===== src/rtl/fast_ctrl_sequencer_pkg.sv =====
// -----------------------------------------------------------------------------
// fast_ctrl_pkg
// Shared types and constants for the fast-control sequencer.
//   seq_state_e : sequencer FSM states
//   MODE_*      : run-mode encodings (3 is reserved and behaves as MODE_INT)
//   DEF_PERIOD  : frame length used when a period of 0 is programmed
// -----------------------------------------------------------------------------
package fast_ctrl_pkg;

   typedef enum logic [1:0] {
      IDLE     = 2'd0,
      RUN      = 2'd1,
      WAIT_AUX = 2'd2,
      DRAIN    = 2'd3
   } seq_state_e;

   localparam logic [1:0] MODE_INT    = 2'd0;
   localparam logic [1:0] MODE_EXT    = 2'd1;
   localparam logic [1:0] MODE_SINGLE = 2'd2;

   // Bunch crossings per orbit.
   localparam int DEF_PERIOD = 3564;

endpackage


===== src/rtl/fast_ctrl_sequencer_aux_sync_edge.sv =====
// -----------------------------------------------------------------------------
// aux_sync_edge
// Brings the asynchronous aux trigger into the clk domain through a 2-FF
// synchronizer and emits a registered one-cycle pulse on each rising edge.
// The pulse is visible 3 clk edges after aux is first sampled high.
//   clk   : destination clock
//   rst_n : asynchronous active-low reset, clears all stages
//   aux   : asynchronous input
//   rise  : one-cycle pulse per rising edge of aux
// -----------------------------------------------------------------------------
module aux_sync_edge (
   input  logic clk,
   input  logic rst_n,
   input  logic aux,
   output logic rise
);

   logic sync1, sync2, sync2_d;

   always_ff @(posedge clk or negedge rst_n) begin
      if (!rst_n) begin
         sync1   <= 1'b0;
         sync2   <= 1'b0;
         sync2_d <= 1'b0;
         rise    <= 1'b0;
      end else begin
         sync1   <= aux;
         sync2   <= sync1;
         sync2_d <= sync2;
         rise    <= sync2 & ~sync2_d;
      end
   end

endmodule


===== src/rtl/fast_ctrl_sequencer.sv =====
// -----------------------------------------------------------------------------
// fast_ctrl_sequencer
// Start/stop sequencer for the front-end fast-control strobes. Each frame
// starts with qie_reset_out high for QRST_WIDTH cycles (clamped to period-1)
// and fires wte_out for one cycle at the programmed offset.
// Modes: internal periodic, externally triggered (aux_in), single-shot.
//   clk, reset_in    : clock, asynchronous active-low reset
//   enable           : run while high; a fall finishes the current frame
//   mode             : 0 periodic, 1 external aux, 2 single-shot, 3 as 0
//   cfg_period       : frame length (0 -> DEF_PERIOD, 1 -> 2)
//   cfg_wte_offset   : phase at which wte_out fires
//   aux_in           : asynchronous external frame trigger
//   qie_reset_out    : QIE reset strobe
//   wte_out          : write-enable strobe
//   busy             : high whenever the sequencer is not idle
//   cfg_err          : offset >= period at start; WTE suppressed for that run
//   orbit_count      : frames started since the last start from idle
// -----------------------------------------------------------------------------
module fast_ctrl_sequencer #(
   parameter int PERIOD_W   = 16,
   parameter int DEF_PERIOD = fast_ctrl_pkg::DEF_PERIOD,
   parameter int QRST_WIDTH = 4,
   parameter int CNT_W      = 32
) (
   input  logic                clk,
   input  logic                reset_in,
   input  logic                enable,
   input  logic [1:0]          mode,
   input  logic [PERIOD_W-1:0] cfg_period,
   input  logic [PERIOD_W-1:0] cfg_wte_offset,
   input  logic                aux_in,
   output logic                qie_reset_out,
   output logic                wte_out,
   output logic                busy,
   output logic                cfg_err,
   output logic [CNT_W-1:0]    orbit_count
);

   import fast_ctrl_pkg::*;

   localparam logic [PERIOD_W-1:0] P_DEF  = PERIOD_W'(DEF_PERIOD);
   localparam logic [PERIOD_W-1:0] P_MIN  = PERIOD_W'(2);
   localparam logic [PERIOD_W-1:0] P_ONE  = PERIOD_W'(1);
   localparam logic [PERIOD_W-1:0] QRST_W = PERIOD_W'(QRST_WIDTH);

   seq_state_e          state_q, state_d;
   logic [PERIOD_W-1:0] phase_q, phase_d;
   logic [PERIOD_W-1:0] period_q, period_d;
   logic [PERIOD_W-1:0] offset_q, offset_d;
   logic [PERIOD_W-1:0] qrst_q, qrst_d;
   logic [1:0]          mode_q, mode_d;
   logic                qie_q, qie_d;
   logic                wte_q, wte_d;
   logic                err_q, err_d;
   logic [CNT_W-1:0]    orbit_q, orbit_d;

   logic                aux_rise;
   logic [PERIOD_W-1:0] period_in, qrst_in;
   logic [1:0]          mode_in;
   logic                last;
   logic [PERIOD_W-1:0] np, tgt;
   logic                adv, wrap;

   aux_sync_edge u_aux (
      .clk   (clk),
      .rst_n (reset_in),
      .aux   (aux_in),
      .rise  (aux_rise)
   );

   // Configuration as it would be latched if a run started this cycle.
   always_comb begin
      if (cfg_period == '0)
         period_in = P_DEF;
      else if (cfg_period == P_ONE)
         period_in = P_MIN;
      else
         period_in = cfg_period;
      // Keep at least one reset-low cycle per frame.
      qrst_in = (QRST_W > period_in - P_ONE) ? period_in - P_ONE : QRST_W;
      mode_in = (mode == MODE_EXT || mode == MODE_SINGLE) ? mode : MODE_INT;
   end

   assign last = (phase_q == period_q - P_ONE);
   assign np   = last ? '0 : phase_q + P_ONE;

   always_comb begin
      state_d  = state_q;
      phase_d  = phase_q;
      period_d = period_q;
      offset_d = offset_q;
      qrst_d   = qrst_q;
      mode_d   = mode_q;
      qie_d    = 1'b0;
      wte_d    = 1'b0;
      err_d    = err_q;
      orbit_d  = orbit_q;
      adv      = 1'b0;   // step to the next phase inside the frame
      wrap     = 1'b0;   // start a new frame from phase 0

      case (state_q)
         IDLE: begin
            if (enable && (mode_in != MODE_EXT || aux_rise)) begin
               state_d  = RUN;
               phase_d  = '0;
               period_d = period_in;
               offset_d = cfg_wte_offset;
               qrst_d   = qrst_in;
               mode_d   = mode_in;
               err_d    = (cfg_wte_offset >= period_in);
               qie_d    = 1'b1;
               // A bad offset is always >= 2, so offset 0 is never in error.
               wte_d    = (cfg_wte_offset == '0);
               orbit_d  = CNT_W'(1);
            end
         end
         RUN: begin
            // Stop takes priority over a coincident aux edge.
            if (!enable) begin
               if (last) state_d = IDLE;
               else begin
                  state_d = DRAIN;
                  adv     = 1'b1;
               end
            end else if (mode_q == MODE_EXT && aux_rise)
               wrap = 1'b1;
            else if (!last)
               adv = 1'b1;
            else if (mode_q == MODE_SINGLE)
               state_d = IDLE;
            else if (mode_q == MODE_EXT)
               state_d = WAIT_AUX;   // hold phase, strobes stay low
            else
               wrap = 1'b1;
         end
         WAIT_AUX: begin
            if (!enable)
               state_d = IDLE;
            else if (aux_rise) begin
               state_d = RUN;
               wrap    = 1'b1;
            end
         end
         DRAIN: begin
            // Finish the current frame only; never begin another.
            if (last) state_d = IDLE;
            else      adv     = 1'b1;
         end
         default: state_d = IDLE;
      endcase

      tgt = wrap ? '0 : np;
      if (adv || wrap) begin
         phase_d = tgt;
         qie_d   = (tgt < qrst_q);
         wte_d   = (tgt == offset_q) && !err_q;
         if (wrap) orbit_d = orbit_q + CNT_W'(1);
      end
   end

   always_ff @(posedge clk or negedge reset_in) begin
      if (!reset_in) begin
         state_q  <= IDLE;
         phase_q  <= '0;
         period_q <= P_MIN;
         offset_q <= '0;
         qrst_q   <= '0;
         mode_q   <= MODE_INT;
         qie_q    <= 1'b0;
         wte_q    <= 1'b0;
         err_q    <= 1'b0;
         orbit_q  <= '0;
      end else begin
         state_q  <= state_d;
         phase_q  <= phase_d;
         period_q <= period_d;
         offset_q <= offset_d;
         qrst_q   <= qrst_d;
         mode_q   <= mode_d;
         qie_q    <= qie_d;
         wte_q    <= wte_d;
         err_q    <= err_d;
         orbit_q  <= orbit_d;
      end
   end

   assign qie_reset_out = qie_q;
   assign wte_out       = wte_q;
   assign busy          = (state_q != IDLE);
   assign cfg_err       = err_q;
   assign orbit_count   = orbit_q;

endmodule


===== config.mk =====
export PLATFORM = sky130hd
export DESIGN_NAME = fast_ctrl_sequencer
export DESIGN_NICKNAME = d
export VERILOG_FILES = /design/src/rtl/fast_ctrl_sequencer_pkg.sv /design/src/rtl/fast_ctrl_sequencer_aux_sync_edge.sv /design/src/rtl/fast_ctrl_sequencer.sv
export SDC_FILE = /design/constraint.sdc
export NUM_CORES = 1
export LEC_CHECK = 0
export CAP_MARGIN = 15
export CELL_PAD_IN_SITES_DETAIL_PLACEMENT = 0
export CELL_PAD_IN_SITES_GLOBAL_PLACEMENT = 1
export CORE_MARGIN = 2
export CORE_UTILIZATION = 43
export CTS_CLUSTER_SIZE = 30
export DETAILED_ROUTE_END_ITERATION = 8
export PLACE_DENSITY = 0.78
export SYNTH_ARGS = -nofsm -noshare
export SYNTH_HDL_FRONTEND = slang
export SYNTH_HIERARCHICAL = 1
export SYNTH_SLANG_ARGS = --single-unit
export TNS_END_PERCENT = 1

===== constraint.sdc =====
create_clock -name clk -period 5.2 [get_ports clk]
set_input_delay 0.52 -clock clk [delete_from_list [all_inputs] [get_ports clk]]
set_output_delay 0.52 -clock clk [all_outputs]
set_load 0.02 [all_outputs]

==> results of run 1 <==
registers in the layout (all words and copies together) (netlist names):
name and flops:
cfg_err 1, mode_q 2, offset_q 16, orbit_count 32, period_q 16, phase_q 16
qie_reset_out 1, qrst_q 16, state_q 2, u_aux/rise 1, u_aux/sync1 1, u_aux/sync2 1
u_aux/sync2_d 1, wte_out 1
where the power goes:
part / internal, mW / switching [mW] / total, mW
Combinational: 0.485 / 0.670 / 1.15
Clock: 0.328 / 0.322 / 0.650
Sequential: 0.999 / 0.226 / 1.23
final cells by class:
| class | instances | area [um2] |
|---|---|---|
| multi-input cells | 597 | 3740 |
| fillers | 1434 | 7350 |
| repair buffers | 80 | 781 |
| clock inverters | 7 | 52.6 |
| well taps | 188 | 235 |
| flip-flops and latches | 107 | 2680 |
| clock buffers | 9 | 225 |
| inverters | 39 | 146 |
synthesized netlist by cell type (all sizes together) (5+ instances only):
cell type  number  area [um2]
xnor2          20         175
nor2b          10        70.1
dfrtp         106        2650
and2            6        37.5
nand2         122         458
and4            7        61.3
nor4           11        68.8
nand3b          5        37.5
o22ai           5        31.3
o31ai           5        37.5
a21oi          19        95.1
inv            39         146
a22o            6        52.6
clkbuf         21        78.8
and3           13        81.3
buf            10        62.6
or4             7        52.6
o21ai          67         335
xor2           20         175
mux2i          18         180
ha             44         551
nand2b         11        68.8
nor2           78         293
nand4          14        93.8
nand3          30         150
a21o           15         113
nor3           15        75.1
kinds of logic (layout without fill, tap and decap cells):
family                     Yosys count  count (layout)  synth area share
buffers and inverters               70             135            0.0429
DFF                                107             107             0.400
AOI/OAI and AO/OA                  150             150             0.144
and+or+nand+nor                    343             343             0.247
muxes                               19              19            0.0286
xor gates and xnor gates            41              41            0.0556
adders and majority gates           44              44            0.0822
per-layer routing:
metal / wire (um) / share of wire / GRT usage
met4: 275 / 0.016 / 0.0703
met5: 0 / 0 / 0
met2: 8200 / 0.46 / 0.350
met1: 8560 / 0.48 / 0.319
met3: 631 / 0.036 / 0.0249
critical path, delay by kind of cell, from the launching register on:
kind,cells,cell delay [ns]
AO/OA/AOI/OAI,10,1.83
flip-flops,1,0.43
buffers and inverters,1,0.08
AND/OR/NAND/NOR,6,1.50
adder cells (fa/ha/maj),2,0.53
through the flow:
stage          area (um2)  instances  hold WS [ns]
2_1_floorplan        6700        774         0.224
3_3_place_gp         7580       1011         0.339
3_5_place_dp         7580       1011         0.347
4_1_cts              7860       1027         0.306
5_1_grt              7860       1027         0.345
6_report             7860       1027         0.279
path summary, 6_finish.rpt:
path | startpoint | endpoint | slack (ns)
worst min register to register | u_aux/sync1 | u_aux/sync2 | 0.35
worst max register to register | period_q[0] | qie_reset_out | 0.76
min in group clk | u_aux/sync1 | u_aux/sync2 | 0.35
worst max-delay path | period_q[0] | qie_reset_out | 0.76
worst min-delay path | reset_in | qrst_q[4] | 0.28
max in group asynchronous | reset_in | state_q[0] | 3.85
==> metrics.md, run 1 <==
| Metric | Value |
|---|---|
| Most common cell after layout, fill and taps aside | `nand2_1` |
| Worst Setup End Kind | `register` |
| Maximum clock path buffer count | `2` |
| Syn-to-layout area delta | `17.2%` |
| Total Die Area | `0.0166 mm2` |
| VDD IR max | `0.215 mV` |
| Final setup TNS | `0 ns` |
| Synth Flop Type | `dfrtp_1` |
| Signal arrival time at the worst endpoint | `4.71 ns` |
| Number of synthesized flops with an enable pin | `0` |
| Status | `complete, no violations` |
| Placement Setup Slack | `0.764 ns` |
| Final min period | `4.44 ns` |
| Final period utilization | `0.853` |
| Die X | `129 um` |
| IO Pins | `74` |
| Total Routing Usage GR | `0.221` |
| Post-CTS sizing | `0` |
| Clk sinks | `107` |
| CTS Hold Bufs | `0` |
| Mean Syn Cell Area | `8.66 um2` |
| First-pass GRT wire length | `28.9 mm` |
| Largest net degree at the start of global routing | `68` |
| CTS H-tree depth | `3` |
| Worst-Margin Slew | `1.05 ns` |
| Worst EP required | `5.47 ns` |
| Diode count | `0` |
| Crit path max-delay cell type | `or4b_1` |
| Layout cells sized above 1 | `0.0417` |
| Worst r2r path cells | `19` |
| Fin. max-slew vios | `0` |
| Vias in the first global route | `5,580` |
| Clk Latency, worst-skew pair | `0.35 ns` |
| Placer Congestion | `0.839` |
| Post-Route WL | `17.7 mm` |
| Via/cell ratio | `5.64` |
| WS Path Type | `register to register` |
| Min-delay worst type | `primary input to asynchronous set/reset pin` |
| Register area share after synthesis | `0.400` |
| DRC violations left | `0` |
| Post-synth ARST share | `1.00` |
| Routed Antenna Nets | `0` |
| Root buffer cell | `clkbuf_16` |
| Yosys reg bits | `107` |
| CP most frequent cell | `a21o_1` |
| CP Launch Type | `register` |
| Max-slew headroom | `0.302` |
| Mapped Area | `0.00670 mm2` |
| # port buffers | `73` |
| Yosys warns | `6` |
| Via count | `5,794` |
| Detailed Routing Iterations Pass 1 | `6` |
| CP max FO | `8` |
| Final Total Pwr | `3.03 mW` |
| Post-CTS setup buffers | `0` |
| RSZ-0062 raised after global routing | `false` |
| Clk pin slew, worst setup/hold paths | `0.08 ns` |
| FMAX | `0.225 GHz` |
| Setup violators final | `0` |
| Gr ovfl total | `0` |
| Pwr per Cell Area | `386 mW/mm2` |
| Layout Utilization | `0.517` |
| Max Cap Viol | `0` |
| Worst Slack Setup Final | `0.764 ns` |
| Initial DRC count | `348` |
| Dpl hpwl | `13.3 mm` |
| Crit-path max cell delay | `0.60 ns` |
| Syn Nets | `856` |
| Syn Inst Count | `774` |
| WL per Instance | `17.2 um` |
| Row count | `45` |
| Core Footprint | `0.0152 mm2` |
| Cell chain of the critical path | `inv_1, ha_1, or4b_1, o22ai_1, or3b_1, a2111oi_4, nand4_2, nand2_1, nor2_1, ha_1, a21o_1, a21o_1, a21o_1, a21o_1, a21o_1, a21o_1, a21oi_1, nand2_1, o22ai_1` |
| Initial antenna violation count | `0` |
| Clk_skew | `0.00917 ns` |
| Initial Util | `0.441` |
| Synth cell types | `64` |
| Commonest non-fill, non-tap cells in the layout | `nand2_1, dfrtp_1, nor2_1` |
| CTS tree | `built` |
| Hold Vio Cnt, Final | `0` |
| Number of CTS-inserted buffers | `9` |
| Die Span Y | `129 um` |
| Net count reported at finish | `916` |
| P_leak | `3.67 nW` |
Note: power is estimated with default switching activity, not from simulation.
==> run 2, diff against run 1 <==
--- a/config.mk
+++ b/config.mk
@@ -5,6 +5,7 @@
 export SDC_FILE = /design/constraint.sdc
 export NUM_CORES = 1
 export LEC_CHECK = 0
+export ABC_AREA = 0
 export CAP_MARGIN = 15
 export CELL_PAD_IN_SITES_DETAIL_PLACEMENT = 0
 export CELL_PAD_IN_SITES_GLOBAL_PLACEMENT = 1
==> results of run 2 <==
The final DEF is identical to that of run 1; final timing and power are the same.
==> run 3, diff against run 2 <==
--- a/config.mk
+++ b/config.mk
@@ -14,6 +14,7 @@
 export CTS_CLUSTER_SIZE = 30
 export DETAILED_ROUTE_END_ITERATION = 8
 export PLACE_DENSITY = 0.78
+export REMOVE_ABC_BUFFERS = 1
 export SYNTH_ARGS = -nofsm -noshare
 export SYNTH_HDL_FRONTEND = slang
 export SYNTH_HIERARCHICAL = 1
==> metrics.md, run 3 (synthesis results as in run 1) <==
| Metric | Value |
|---|---|
| Vias in the first global route | `5,651 (+1.3%)` |
| Status | `complete, no violations` |
| Post-Route WL | `17.9 mm (+1.1%)` |
| Worst-Margin Slew | `0.886 ns (-0.161 ns)` |
| Top Metal Used | `met4` |
| Root buffer cell | `clkbuf_16` |
| Largest net degree at the start of global routing | `66 (-2.9%)` |
| Final min period | `4.47 ns (+0.0385 ns)` |
| CP Launch Type | `register` |
| DRC violations left | `0 (unchanged)` |
| Clk sinks | `107 (unchanged)` |
| # port buffers | `73 (unchanged)` |
| Worst EP required | `5.47 ns (about the same)` |
| WL met2 | `8.00 mm (-2.4%)` |
| Placer Congestion | `0.892 (+6.4%)` |
| CP most frequent cell | `a21o_1` |
| P_leak | `3.73 nW (+1.5%)` |
| CTS Hold Bufs | `0 (unchanged)` |
| RSZ-0062 raised after global routing | `false` |
| Net count reported at finish | `920 (+0.44%)` |
| Maximum clock path buffer count | `2 (unchanged)` |
| Die Span Y | `129 um (unchanged)` |
| Most common cell after layout, fill and taps aside | `nand2_1` |
| Worst Setup End Kind | `register` |
| Commonest non-fill, non-tap cells in the layout | `nand2_1, dfrtp_1, nor2_1` |
| VDD IR max | `0.217 mV (+0.74%)` |
| Die X | `129 um (unchanged)` |
| Layout cells sized above 1 | `0.0463 (+0.00455)` |
| Fillers | `1,421 (-0.91%)` |
| Max reg flops | `32 (unchanged)` |
| Fin. max-slew vios | `0 (unchanged)` |
| WL per Instance | `17.3 um (+0.69%)` |
| Crit-path max cell delay | `0.61 ns (about the same)` |
| Layout Utilization | `0.524 (+0.00675)` |
| Clk_skew | `0.00872 ns (-0.000449 ns)` |
| Row count | `45 (unchanged)` |
| Via/cell ratio | `5.71 (+1.2%)` |
| CTS H-tree depth | `3 (unchanged)` |
| Post-CTS setup buffers | `0 (unchanged)` |
| Max Cap Viol | `0 (unchanged)` |
| Pwr per Cell Area | `400 mW/mm2 (+3.6%)` |
| Number of CTS-inserted buffers | `9 (unchanged)` |
| Total Routing Usage GR | `0.225 (+0.00406)` |
| Clk Latency, worst-skew pair | `0.36 ns (about the same)` |
| Gr ovfl total | `0 (unchanged)` |
| Metal3 WL | `907 um (+44%)` |
| Post-CTS sizing | `0 (unchanged)` |
| Signal arrival time at the worst endpoint | `4.75 ns (+0.04 ns)` |
| Syn-to-layout area delta | `18.8%` |
| CP max FO | `16 (+8)` |
| Initial antenna violation count | `0 (unchanged)` |
| Core Footprint | `0.0152 mm2 (unchanged)` |
| Final period utilization | `0.861 (+0.00741)` |
| Clk pin slew, worst setup/hold paths | `0.07 ns (about the same)` |
| Via count | `5,889 (+1.6%)` |
| First-pass GRT wire length | `29.2 mm (+1.2%)` |
| Diode count | `0 (unchanged)` |
| Dpl hpwl | `13.5 mm (+1.1%)` |
| Setup violators final | `0 (unchanged)` |
| FMAX | `0.223 GHz (-0.86%)` |
| Total Die Area | `0.0166 mm2 (unchanged)` |
| Initial DRC count | `385 (+11%)` |
| Crit path max-delay cell type | `or4b_1` |
| Metal-1 WL | `8.69 mm (+1.5%)` |
| Initial Util | `0.441 (unchanged)` |
| Detailed Routing Iterations Pass 1 | `5 (-1)` |
| IO Pins | `74 (unchanged)` |
| Hold Vio Cnt, Final | `0 (unchanged)` |
| CTS tree | `built` |
| Cell chain of the critical path | `inv_1, ha_1, or4b_1, o22ai_1, or3b_1, a2111oi_4, nand4_2, nand2_1, buf_4, nor2_1, ha_1, a21o_1, a21o_1, a21o_1, a21o_1, a21o_1, a21oi_1, nand2_1, o22ai_1` |
| Routed Antenna Nets | `0 (unchanged)` |
| Final Total Pwr | `3.18 mW (+5.0%)` |
| Final setup TNS | `0 ns (unchanged)` |
| Max-slew headroom | `0.409 (+0.107)` |
| WS Path Type | `register to register` |
| Min-delay worst type | `primary input to asynchronous set/reset pin` |
run 3: power breakdown:
group / switching (mW) / leakage (nW) / internal (mW) / total, mW
logic: 0.657 / 2.14 / 0.486 / 1.14
clock network: 0.327 / 0.172 / 0.476 / 0.803
registers: 0.235 / 1.41 / 0.999 / 1.23
total: 1.22 / 3.73 / 1.96 / 3.18
run 3: metal layers:
metal	GRT usage	vias to the layer above
met5	0	-
met4	0.0550	0
met3	0.0320	16
met2	0.350	151
met1	0.332	2885
li1	-	2837
run 3: area by class of cell:
| type | count | area [um2] | area share |
|---|---|---|---|
| multi-input combinational | 597 | 3740 | 0.470 |
| sequential | 107 | 2680 | 0.337 |
| inverter | 39 | 146 | 0.0184 |
| clock inverter | 7 | 124 | 0.0156 |
| timing repair buffer | 84 | 811 | 0.102 |
| tap | 188 | 235 | 0.0296 |
| clock buffer | 9 | 225 | 0.0283 |
run 3: final timing paths:
path	to	slack (ns)	cells after the start	start
worst min register to register	u_aux/sync2	0.37	0	u_aux/sync1
max in group asynchronous	period_q[4]	3.79	2	reset_in
min in group clk	u_aux/sync2	0.37	0	u_aux/sync1
worst min-delay path	qrst_q[10]	0.29	1	reset_in
worst max register to register	qie_reset_out	0.73	19	period_q[0]
worst max-delay path	qie_reset_out	0.73	19	period_q[0]
run 3: critical path: cells and delay by family, from the launching register on:
| family | cells | cell delay, ns |
|---|---|---|
| AO/OA/AOI/OAI | 9 | 1.66 |
| adder cells (fa/ha/maj) | 2 | 0.54 |
| buffers and inverters | 2 | 0.30 |
| flip-flops | 1 | 0.44 |
| AND/OR/NAND/NOR | 6 | 1.45 |
run 3: through the flow:
stage	area, um2	hold slack (ns)	cells	worst slack (ns)
6_report	7960	0.295	1031	0.725
5_1_grt	7960	0.351	1031	0.334
4_1_cts	7960	0.321	1031	0.707
3_5_place_dp	7610	0.336	1015	0.728
3_3_place_gp	7610	0.347	1015	0.858
2_1_floorplan	6560	0.224	743	0.681
